File: src/rtl/dmem_arbiter.sv
`default_nettype none
// +--------------------------------------------------------------------------+
// | Module   : dmem_arbiter                                                  |
// | Brief    : Round-robin, lockable two-port arbiter for the word data RAM  |
// | Revision : 1.0 - initial release                                         |
// +--------------------------------------------------------------------------+
module dmem_arbiter #(
    parameter int ADDR_W       = 32,
    parameter int DATA_W       = 32,
    parameter int LOCK_TIMEOUT = 16
) (
    input  logic              clk,
    input  logic              rst,
    input  logic              req0_valid,
    output logic              req0_ready,
    input  logic              req0_write,
    input  logic              req0_lock,
    input  logic [ADDR_W-1:0] req0_addr,
    input  logic [DATA_W-1:0] req0_wdata,
    output logic              rsp0_valid,
    output logic [DATA_W-1:0] rsp0_rdata,
    output logic              rsp0_err,
    input  logic              req1_valid,
    output logic              req1_ready,
    input  logic              req1_write,
    input  logic              req1_lock,
    input  logic [ADDR_W-1:0] req1_addr,
    input  logic [DATA_W-1:0] req1_wdata,
    output logic              rsp1_valid,
    output logic [DATA_W-1:0] rsp1_rdata,
    output logic              rsp1_err,
    output logic              mem_write,
    output logic [ADDR_W-1:0] mem_address,
    output logic [DATA_W-1:0] mem_write_data,
    input  logic [DATA_W-1:0] mem_read_data
);
    localparam int                 c_CNT_W    = $clog2(LOCK_TIMEOUT + 1);
    localparam logic [c_CNT_W-1:0] c_CNT_LAST = c_CNT_W'(LOCK_TIMEOUT - 1);

    typedef enum logic [1:0] {
        ST_ARB   = 2'd0,
        ST_LOCK0 = 2'd1,
        ST_LOCK1 = 2'd2
    } state_t;

    state_t             r_state;
    state_t             w_next_state;
    logic               r_last_grant;
    logic               w_next_last;
    logic [c_CNT_W-1:0] r_lock_cnt;
    logic [c_CNT_W-1:0] w_next_cnt;

    logic [1:0] w_valid;
    logic [1:0] w_write;
    logic [1:0] w_lock;
    logic [1:0] w_aligned;
    logic [1:0] w_gnt;
    logic       w_xfer;
    logic       w_xfer_lock;

    assign w_valid   = {req1_valid, req0_valid};
    assign w_write   = {req1_write, req0_write};
    assign w_lock    = {req1_lock, req0_lock};
    assign w_aligned = {(req1_addr[1:0] == 2'b00), (req0_addr[1:0] == 2'b00)};

    assign w_xfer      = |w_gnt;
    assign w_xfer_lock = |(w_gnt & w_lock);

    // A lock owner shuts the other port out; otherwise ties go to the port not served last.
    always_comb begin
        w_gnt = 2'b00;
        if (!rst) begin
            case (r_state)
                ST_LOCK0: w_gnt[0] = w_valid[0];
                ST_LOCK1: w_gnt[1] = w_valid[1];
                default: begin
                    if (&w_valid) begin
                        w_gnt = r_last_grant ? 2'b01 : 2'b10;
                    end else begin
                        w_gnt = w_valid;
                    end
                end
            endcase
        end
    end

    assign req0_ready     = w_gnt[0];
    assign req1_ready     = w_gnt[1];
    assign mem_write      = |(w_gnt & w_write & w_aligned);
    assign mem_address    = w_gnt[1] ? req1_addr : req0_addr;
    assign mem_write_data = w_gnt[1] ? req1_wdata : req0_wdata;

    always_comb begin
        w_next_state = r_state;
        w_next_cnt   = '0;
        w_next_last  = r_last_grant;
        if (w_xfer) begin
            w_next_last = w_gnt[1];
        end
        case (r_state)
            ST_LOCK0, ST_LOCK1: begin
                if (w_xfer) begin
                    if (!w_xfer_lock) begin
                        w_next_state = ST_ARB;
                    end
                end else if (r_lock_cnt == c_CNT_LAST) begin
                    // Counter would reach the limit this edge: release now.
                    w_next_state = ST_ARB;
                end else begin
                    w_next_cnt = r_lock_cnt + c_CNT_W'(1);
                end
            end
            default: begin
                w_next_state = ST_ARB;
                if (w_xfer && w_xfer_lock) begin
                    w_next_state = w_gnt[1] ? ST_LOCK1 : ST_LOCK0;
                end
            end
        endcase
    end

    always_ff @(posedge clk) begin
        if (rst) begin
            r_state      <= ST_ARB;
            r_last_grant <= 1'b1;
            r_lock_cnt   <= '0;
        end else begin
            r_state      <= w_next_state;
            r_last_grant <= w_next_last;
            r_lock_cnt   <= w_next_cnt;
        end
    end

    for (genvar p = 0; p < 2; p++) begin : g_rsp
        logic              r_valid;
        logic              r_err;
        logic [DATA_W-1:0] r_rdata;

        always_ff @(posedge clk) begin
            if (rst) begin
                r_valid <= 1'b0;
                r_err   <= 1'b0;
                r_rdata <= '0;
            end else begin
                r_valid <= w_gnt[p] & (~w_write[p] | ~w_aligned[p]);
                r_err   <= w_gnt[p] & ~w_aligned[p];
                r_rdata <= (w_gnt[p] & ~w_write[p] & w_aligned[p]) ? mem_read_data : '0;
            end
        end
    end

    // Gating with rst drops a response that was pending when reset arrived.
    assign rsp0_valid = g_rsp[0].r_valid & ~rst;
    assign rsp0_err   = g_rsp[0].r_err & ~rst;
    assign rsp0_rdata = rst ? '0 : g_rsp[0].r_rdata;
    assign rsp1_valid = g_rsp[1].r_valid & ~rst;
    assign rsp1_err   = g_rsp[1].r_err & ~rst;
    assign rsp1_rdata = rst ? '0 : g_rsp[1].r_rdata;

endmodule
`default_nettype wire

File: config.mk
export PLATFORM = sky130hd
export DESIGN_NAME = dmem_arbiter
export DESIGN_NICKNAME = d
export VERILOG_FILES = /design/src/rtl/dmem_arbiter.sv
export SDC_FILE = /design/constraint.sdc
export NUM_CORES = 1
export LEC_CHECK = 0
export CORE_AREA = 2 2 119 121
export CTS_BUF_LIST = sky130_fd_sc_hd__clkbuf_4 sky130_fd_sc_hd__clkbuf_8 sky130_fd_sc_hd__clkbuf_16
export CTS_CLUSTER_DIAMETER = 200
export DETAILED_ROUTE_END_ITERATION = 8
export DIE_AREA = 0 0 121 123
export DONT_BUFFER_PORTS = 1
export GPL_TIMING_DRIVEN = 1
export HOLD_SLACK_MARGIN = 0.15
export SLEW_MARGIN = 20
export SYNTH_ARGS = -nofsm -noshare
export SYNTH_HDL_FRONTEND = slang
export SYNTH_SLANG_ARGS = --single-unit
export TNS_END_PERCENT = 1
File: constraint.sdc
create_clock -name clk -period 6.3 [get_ports clk]
set_input_delay 0.945 -clock clk [delete_from_list [all_inputs] [get_ports clk]]
set_output_delay 0.945 -clock clk [all_outputs]
set_load 0.005 [all_outputs]
Word-level counts from Yosys, hierarchy flattened --
Cells that the tools add are included.
Cells by class: equality and inequality tests 5, bitwise operators 25, add/sub/neg operators 1, multiplexer cells 15, reductions and logical operators 12
Operator list (number):
- two-way mux 32 bit | 4
- two-way mux 2 bit | 9
- AND 1 bit | 12
- OR reduction 2 bit | 6
- inverter 1 bit | 8
- AND 2 bit | 3
- inequality test 3 bit (second input constant) | 2
- adder 5 x 1 -> 5 bit (second input constant) | 1
- equality test 5 x 4 -> 1 bit (second input constant) | 1
- OR reduction 5 bit | 1
- logical NOT 2 bit | 2
- case mux 1 bit (2 select lines) | 2
- AND reduction 2 bit | 2
- equality test 2 x 1 -> 1 bit (second input constant) | 1
- equality test 2 bit (second input constant) | 1
- bitwise OR 1 bit | 2
- logical AND 1 bit | 1
Word-level totals: input bits 168, register bits after elaboration 76

Logic depth before layout (Yosys ltp) --
word-level depth 9, mapped depth 8, gate-level depth less buffers 6

Worst setup path before layout --
Ideal clock, no wire load.
path kind input -> output, start input rst, end output mem_write_data[26], stages 6, buffers on the path 3, data arrival time 2.134 ns, slack 3.221 ns, path through nand2b_1 -> or3_1 -> buf_2 -> buf_6 -> buf_6 -> mux2_4
Between the ends: cells in the longest elaborated chain, start to end 2
Ends and longest elaborated chain:
- start, declared | line 13 | input logic rst,
- two-way mux 2 bit | line 72 | if (!rst) begin
- two-way mux 32 bit | line 91 | assign mem_write_data = w_gnt[1] ? req1_wdata : req0_wdata;
- end, declared | line 34 | output logic [DATA_W-1:0] mem_write_data,
Every way passes these cells.

Final worst setup path --
start register r_state[0], end output mem_write_data[30]
Between the ends: cells in the longest elaborated chain, start to end 4, elaborated cells on any way between the ends 5, those cells by class 2 x eq/ne; 3 x mux
Ends and longest elaborated chain:
- start, declared | line 46 | state_t r_state;
- start signal, assigned | line 128 | r_state <= w_next_state;
- equality test 2 bit or equality test 2 x 1 -> 1 bit (tied branches) | line 73 | case (r_state)
- case mux 1 bit (2 select lines) (*) | line 73
- two-way mux 2 bit (*) | line 72
- two-way mux 32 bit (*) | line 91
Mark *: on every way between the ends. The rest lies on a longest branch, timed or not.

==> flow_results.org <==
** Worst setup path
- The worst setup path is launched from a flop.
- STA puts the critical path data required time at 5.35 ns.
- The largest individual stage delay along the critical path comes from the cell sky130_fd_sc_hd__or3_2.
- Worst stage delay on the critical path :: 0.78 ns
- Crit path DAT :: approximately 3.0 ns
- Crit end category :: primary output
- Critical path, cell by cell :: inv_1 -> ha_1 -> and3_1 -> or3_2 -> buf_4 -> mux2_4
- By startpoint and endpoint, the worst setup path is classified as reg2out.
- Critical path fanouts, max :: 36
- The worst register-to-register path begins at r_state[0]$_SDFFE_PP0P_.
- The critical path starts at r_state[0]$_SDFFE_PP0P_.

** CTS
- CTS placed an instance of sky130_fd_sc_hd__clkbuf_16 at the clock tree root.
- After clock tree synthesis, the clock-pin slew on the worst setup and hold paths is 0.05 ns.
- TritonCTS built the clock tree.
- Hold repair after CTS inserted 0 buffers.
- For this design, the sink count on the clock tree is 76.
- The longest clock path from root to sink contains 2 buffers.
- The clock tree synthesis step divided the H-tree into 3 levels.
- The number of setup buffers added after CTS is 0.
- For the worst-skew pair, the clock arrives at the later sink with an insertion delay of roughly 0.32 ns.
- Total clock buffers created by CTS :: 9
- Resize count post-CTS :: 0

** Die
- Die outline height :: approximately 120 um
- The core region is between 0.01 and 0.015 mm^2.
- DIE AREA :: roughly 0.015 mm^2
- Cell row count :: 43
- Pin placement for this block handled 303 I/O pins.
- Once the floorplan was initialized, standard cells occupied 25.9% of the core.
- From left edge to right edge, the die measures 121 um.

** GRT
- In the global route stage, overall resource usage came out at 14.2%.
- The number of antenna violations at the first check in global routing was 5.
- Number of global-route vias before repair :: roughly 2500
- The first global-routing pass estimated 15200 um of wire.
- Largest net degree at the start of global routing :: between 70 and 80
- For this run the aggregate overflow at the end of global routing stands at 0.

** Synth
- Sequential cells were found to cover 43.1% of the synthesized design area.
- During synthesis, Yosys emitted a total of 0 warnings.
- Avg Cell Area, Syn :: 10.1 um^2
- In the post-synthesis netlist, the biggest area contributors are sky130_fd_sc_hd__dfxtp_1, sky130_fd_sc_hd__mux2_2, sky130_fd_sc_hd__nor2b_1.
- In the synthesized netlist the dominant register cell turns out to be sky130_fd_sc_hd__dfxtp_1.
- Mapped Nets :: 522
- Yosys instantiated no cell more often than sky130_fd_sc_hd__dfxtp_1.
- Top cell type's share of synthesized area :: 43.1%
- In the synthesized netlist, the cells that appear most often are sky130_fd_sc_hd__dfxtp_1, sky130_fd_sc_hd__nor2b_1, sky130_fd_sc_hd__and2_1.
- Most area-hungry cell type in the Yosys netlist :: sky130_fd_sc_hd__dfxtp_1
- Synth cell types :: 30
- In this run, synthesis produced a sequential element count of between 70 and 80.
- Netlist area before placement :: 0.00353 mm^2
- Syn Inst Count :: 350
- In this run, synthesis inferred 0 flip-flops with an integrated enable.
- For this run, asynchronously set or reset flops after synthesis account for 0%.

** Worst hold path
- The startpoint identified for the worst hold timing path is r_lock_cnt[0]$_SDFF_PP0_.
- The tightest min-delay check is of the reg2reg type.

** Detailed routing
- Total via count in the routed design :: 2434
- Pre-Repair DR Iteration Count :: 4
- In the final routed layout, each cell accounts on average for 21.5 um.
- Iteration-0 DRC count of the detailed router :: 86
- The detail route stage leaves a number of antenna-violating nets equal to 0.
- WL final :: 11400 um
- Using the TritonRoute via totals, the vias-per-cell ratio works out to 4.58.
- DRC errors left :: 0

** Placed design
- The count of buffers added on input and output ports is 0.
- Routability congestion estimate :: 1.01
- Half-perimeter wire length after detailed placement :: 9090 um

** Outcome
- Run status :: complete, no violations

** Layout
- Relative to the synthesized area, the layout overhead comes to 13.5%.
- Measured on the finished design, the core utilization comes to 29.5%.
- Nets :: 514
- Layout cell share with drive strength beyond 1 :: 24.8%

** Power
- Static leakage power :: 0.00157 uW
- The share of total power dissipated in sequential elements is 44.3%.
- Of the total power, combinational logic draws under 10%.
- Net switching component of the power :: 233 uW
- Clk network pwr share :: 47.5%
- Highest ir drop seen on vdd :: 0.170 mV
- Dividing total power by cell area gives a power density of approximately 280 mW/mm^2.
- Internal Pwr Total :: between 800 and 900 uW
- In this run switching power makes up between 20% and 30% of total power.

** Timing
- Achievable frequency :: 257 MHz
- Counting I/O delays and the setup requirement, the final critical path takes 3.89 ns.
- The max-slew violation total from the final report is 0.
- Setup violations remaining at the end of the flow were counted as 0.
- Total Neg Setup Slack :: 0 ns
- Unrepaired setup endpoints after global routing :: false
- For the pin with the worst max-slew slack, the measured transition is 0.696 ns.
- The final count of hold timing violations is 0.
- Of the available clock period, the critical path in the final layout requires 61.8%.
- Final clock skew :: between 0.005 and 0.006 ns
- Headroom to the max-slew limit :: 53.6%

** Job
- Max-cap violation count :: 0
power by group through the flow:
stage / clock network, uW / registers [uW] / logic, uW
after CTS: 540 / 490 / 91.8
after global placement: 0 / 500 / 89.8
final: 525 / 490 / 90.4
after detailed placement: 0 / 500 / 90.4
after floorplan: 0 / 499 / 83.5
after global routing: 562 / 490 / 97.2
sequential cells by signal (all words and copies together) (netlist names):
name and count:
g_rsp.r_err 2, g_rsp.r_rdata 64, g_rsp.r_valid 2, r_last_grant 1, r_lock_cnt 5, r_state 2
critical path: cells and delay by family (launching register included):
kind,cells,cell delay [ns]
fa+ha+maj,1,0.39
mux,1,0.36
buf+inv,2,0.47
flops,1,0.36
simple gates,2,1.02
metal layers:
metal / wire (um) / track usage (%) / part of all wire (%)
met4: 162 / 4.94 / 1.4
met5: 17 / 0 / 0.15
met3: 1280 / 7.52 / 11
met2: 5820 / 25.2 / 51
met1: 4140 / 14.1 / 36
layout make-up:
cell class / instances / area [um^2]
Sequential cell: 76 / 1520
Clock buffer: 13 / 268
Inverter: 5 / 18.8
Timing Repair Buffer: 3 / 22.5
Multi-Input combinational cell: 247 / 1900
Fill cell: 1434 / 9600
Tap cell: 180 / 225
Clock inverter: 3 / 43.8
Antenna cell: 4 / 10.0
per-stage QoR:
step | instance area, um^2 | setup slack, ns | hold WS (ns) | std cells | power, uW
finish | 4010 | 2.41 | 0.454 | 531 | 1100
global route | 4010 | 2.24 | 0.484 | 531 | 1150
CTS | 4000 | 2.39 | 0.465 | 527 | 1120
detailed placement | 3690 | 2.64 | 0.456 | 511 | 591
global placement | 3690 | 2.70 | 0.429 | 511 | 590
floorplan | 3530 | 3.22 | 0.418 | 350 | 583
kinds of logic (layout without fill, tap and decap cells):
family	count (synthesis)	count (layout)	share of synthesized area (%)
simple gates	166	166	28.6
flops	76	76	43.1
mux	64	64	20.9
buf+inv	27	24	3.51
compound gates	11	11	1.95
fa+ha+maj	4	4	1.42
xor+xnor	2	2	0.496
other cells	0	4	0
worst paths after layout:
check	to	slack [ns]	cells after the start
max	mem_write_data[30]	2.41	6
min	r_lock_cnt[0]$_SDFF_PP0_	0.45	1
max reg2reg	g_rsp[1].r_valid$_SDFF_PP0_	3.81	6
min reg2reg	r_lock_cnt[0]$_SDFF_PP0_	0.45	1
placed cells by master (no fill, tap or decap), drive strengths merged:
master    n
dfxtp    76
nor2b    70
and2     64
mux2     64
clkbuf   13
nor2     10
inv       6
nand2     5
diode     4
ha        4
or3       4
and3      3
a21oi     3
buf       3
nand2b    2
o21ai     2
o22ai     2
nor4      2
and4b     2
and3b     1
a2111oi   1
a22oi     1
a211oi    1
nand3b    1
nand3     1
xor2      1
xnor2     1
nand4     1
o211ai    1
clkinv    1
bufinv    1
Power figures use the tool's default switching activity.
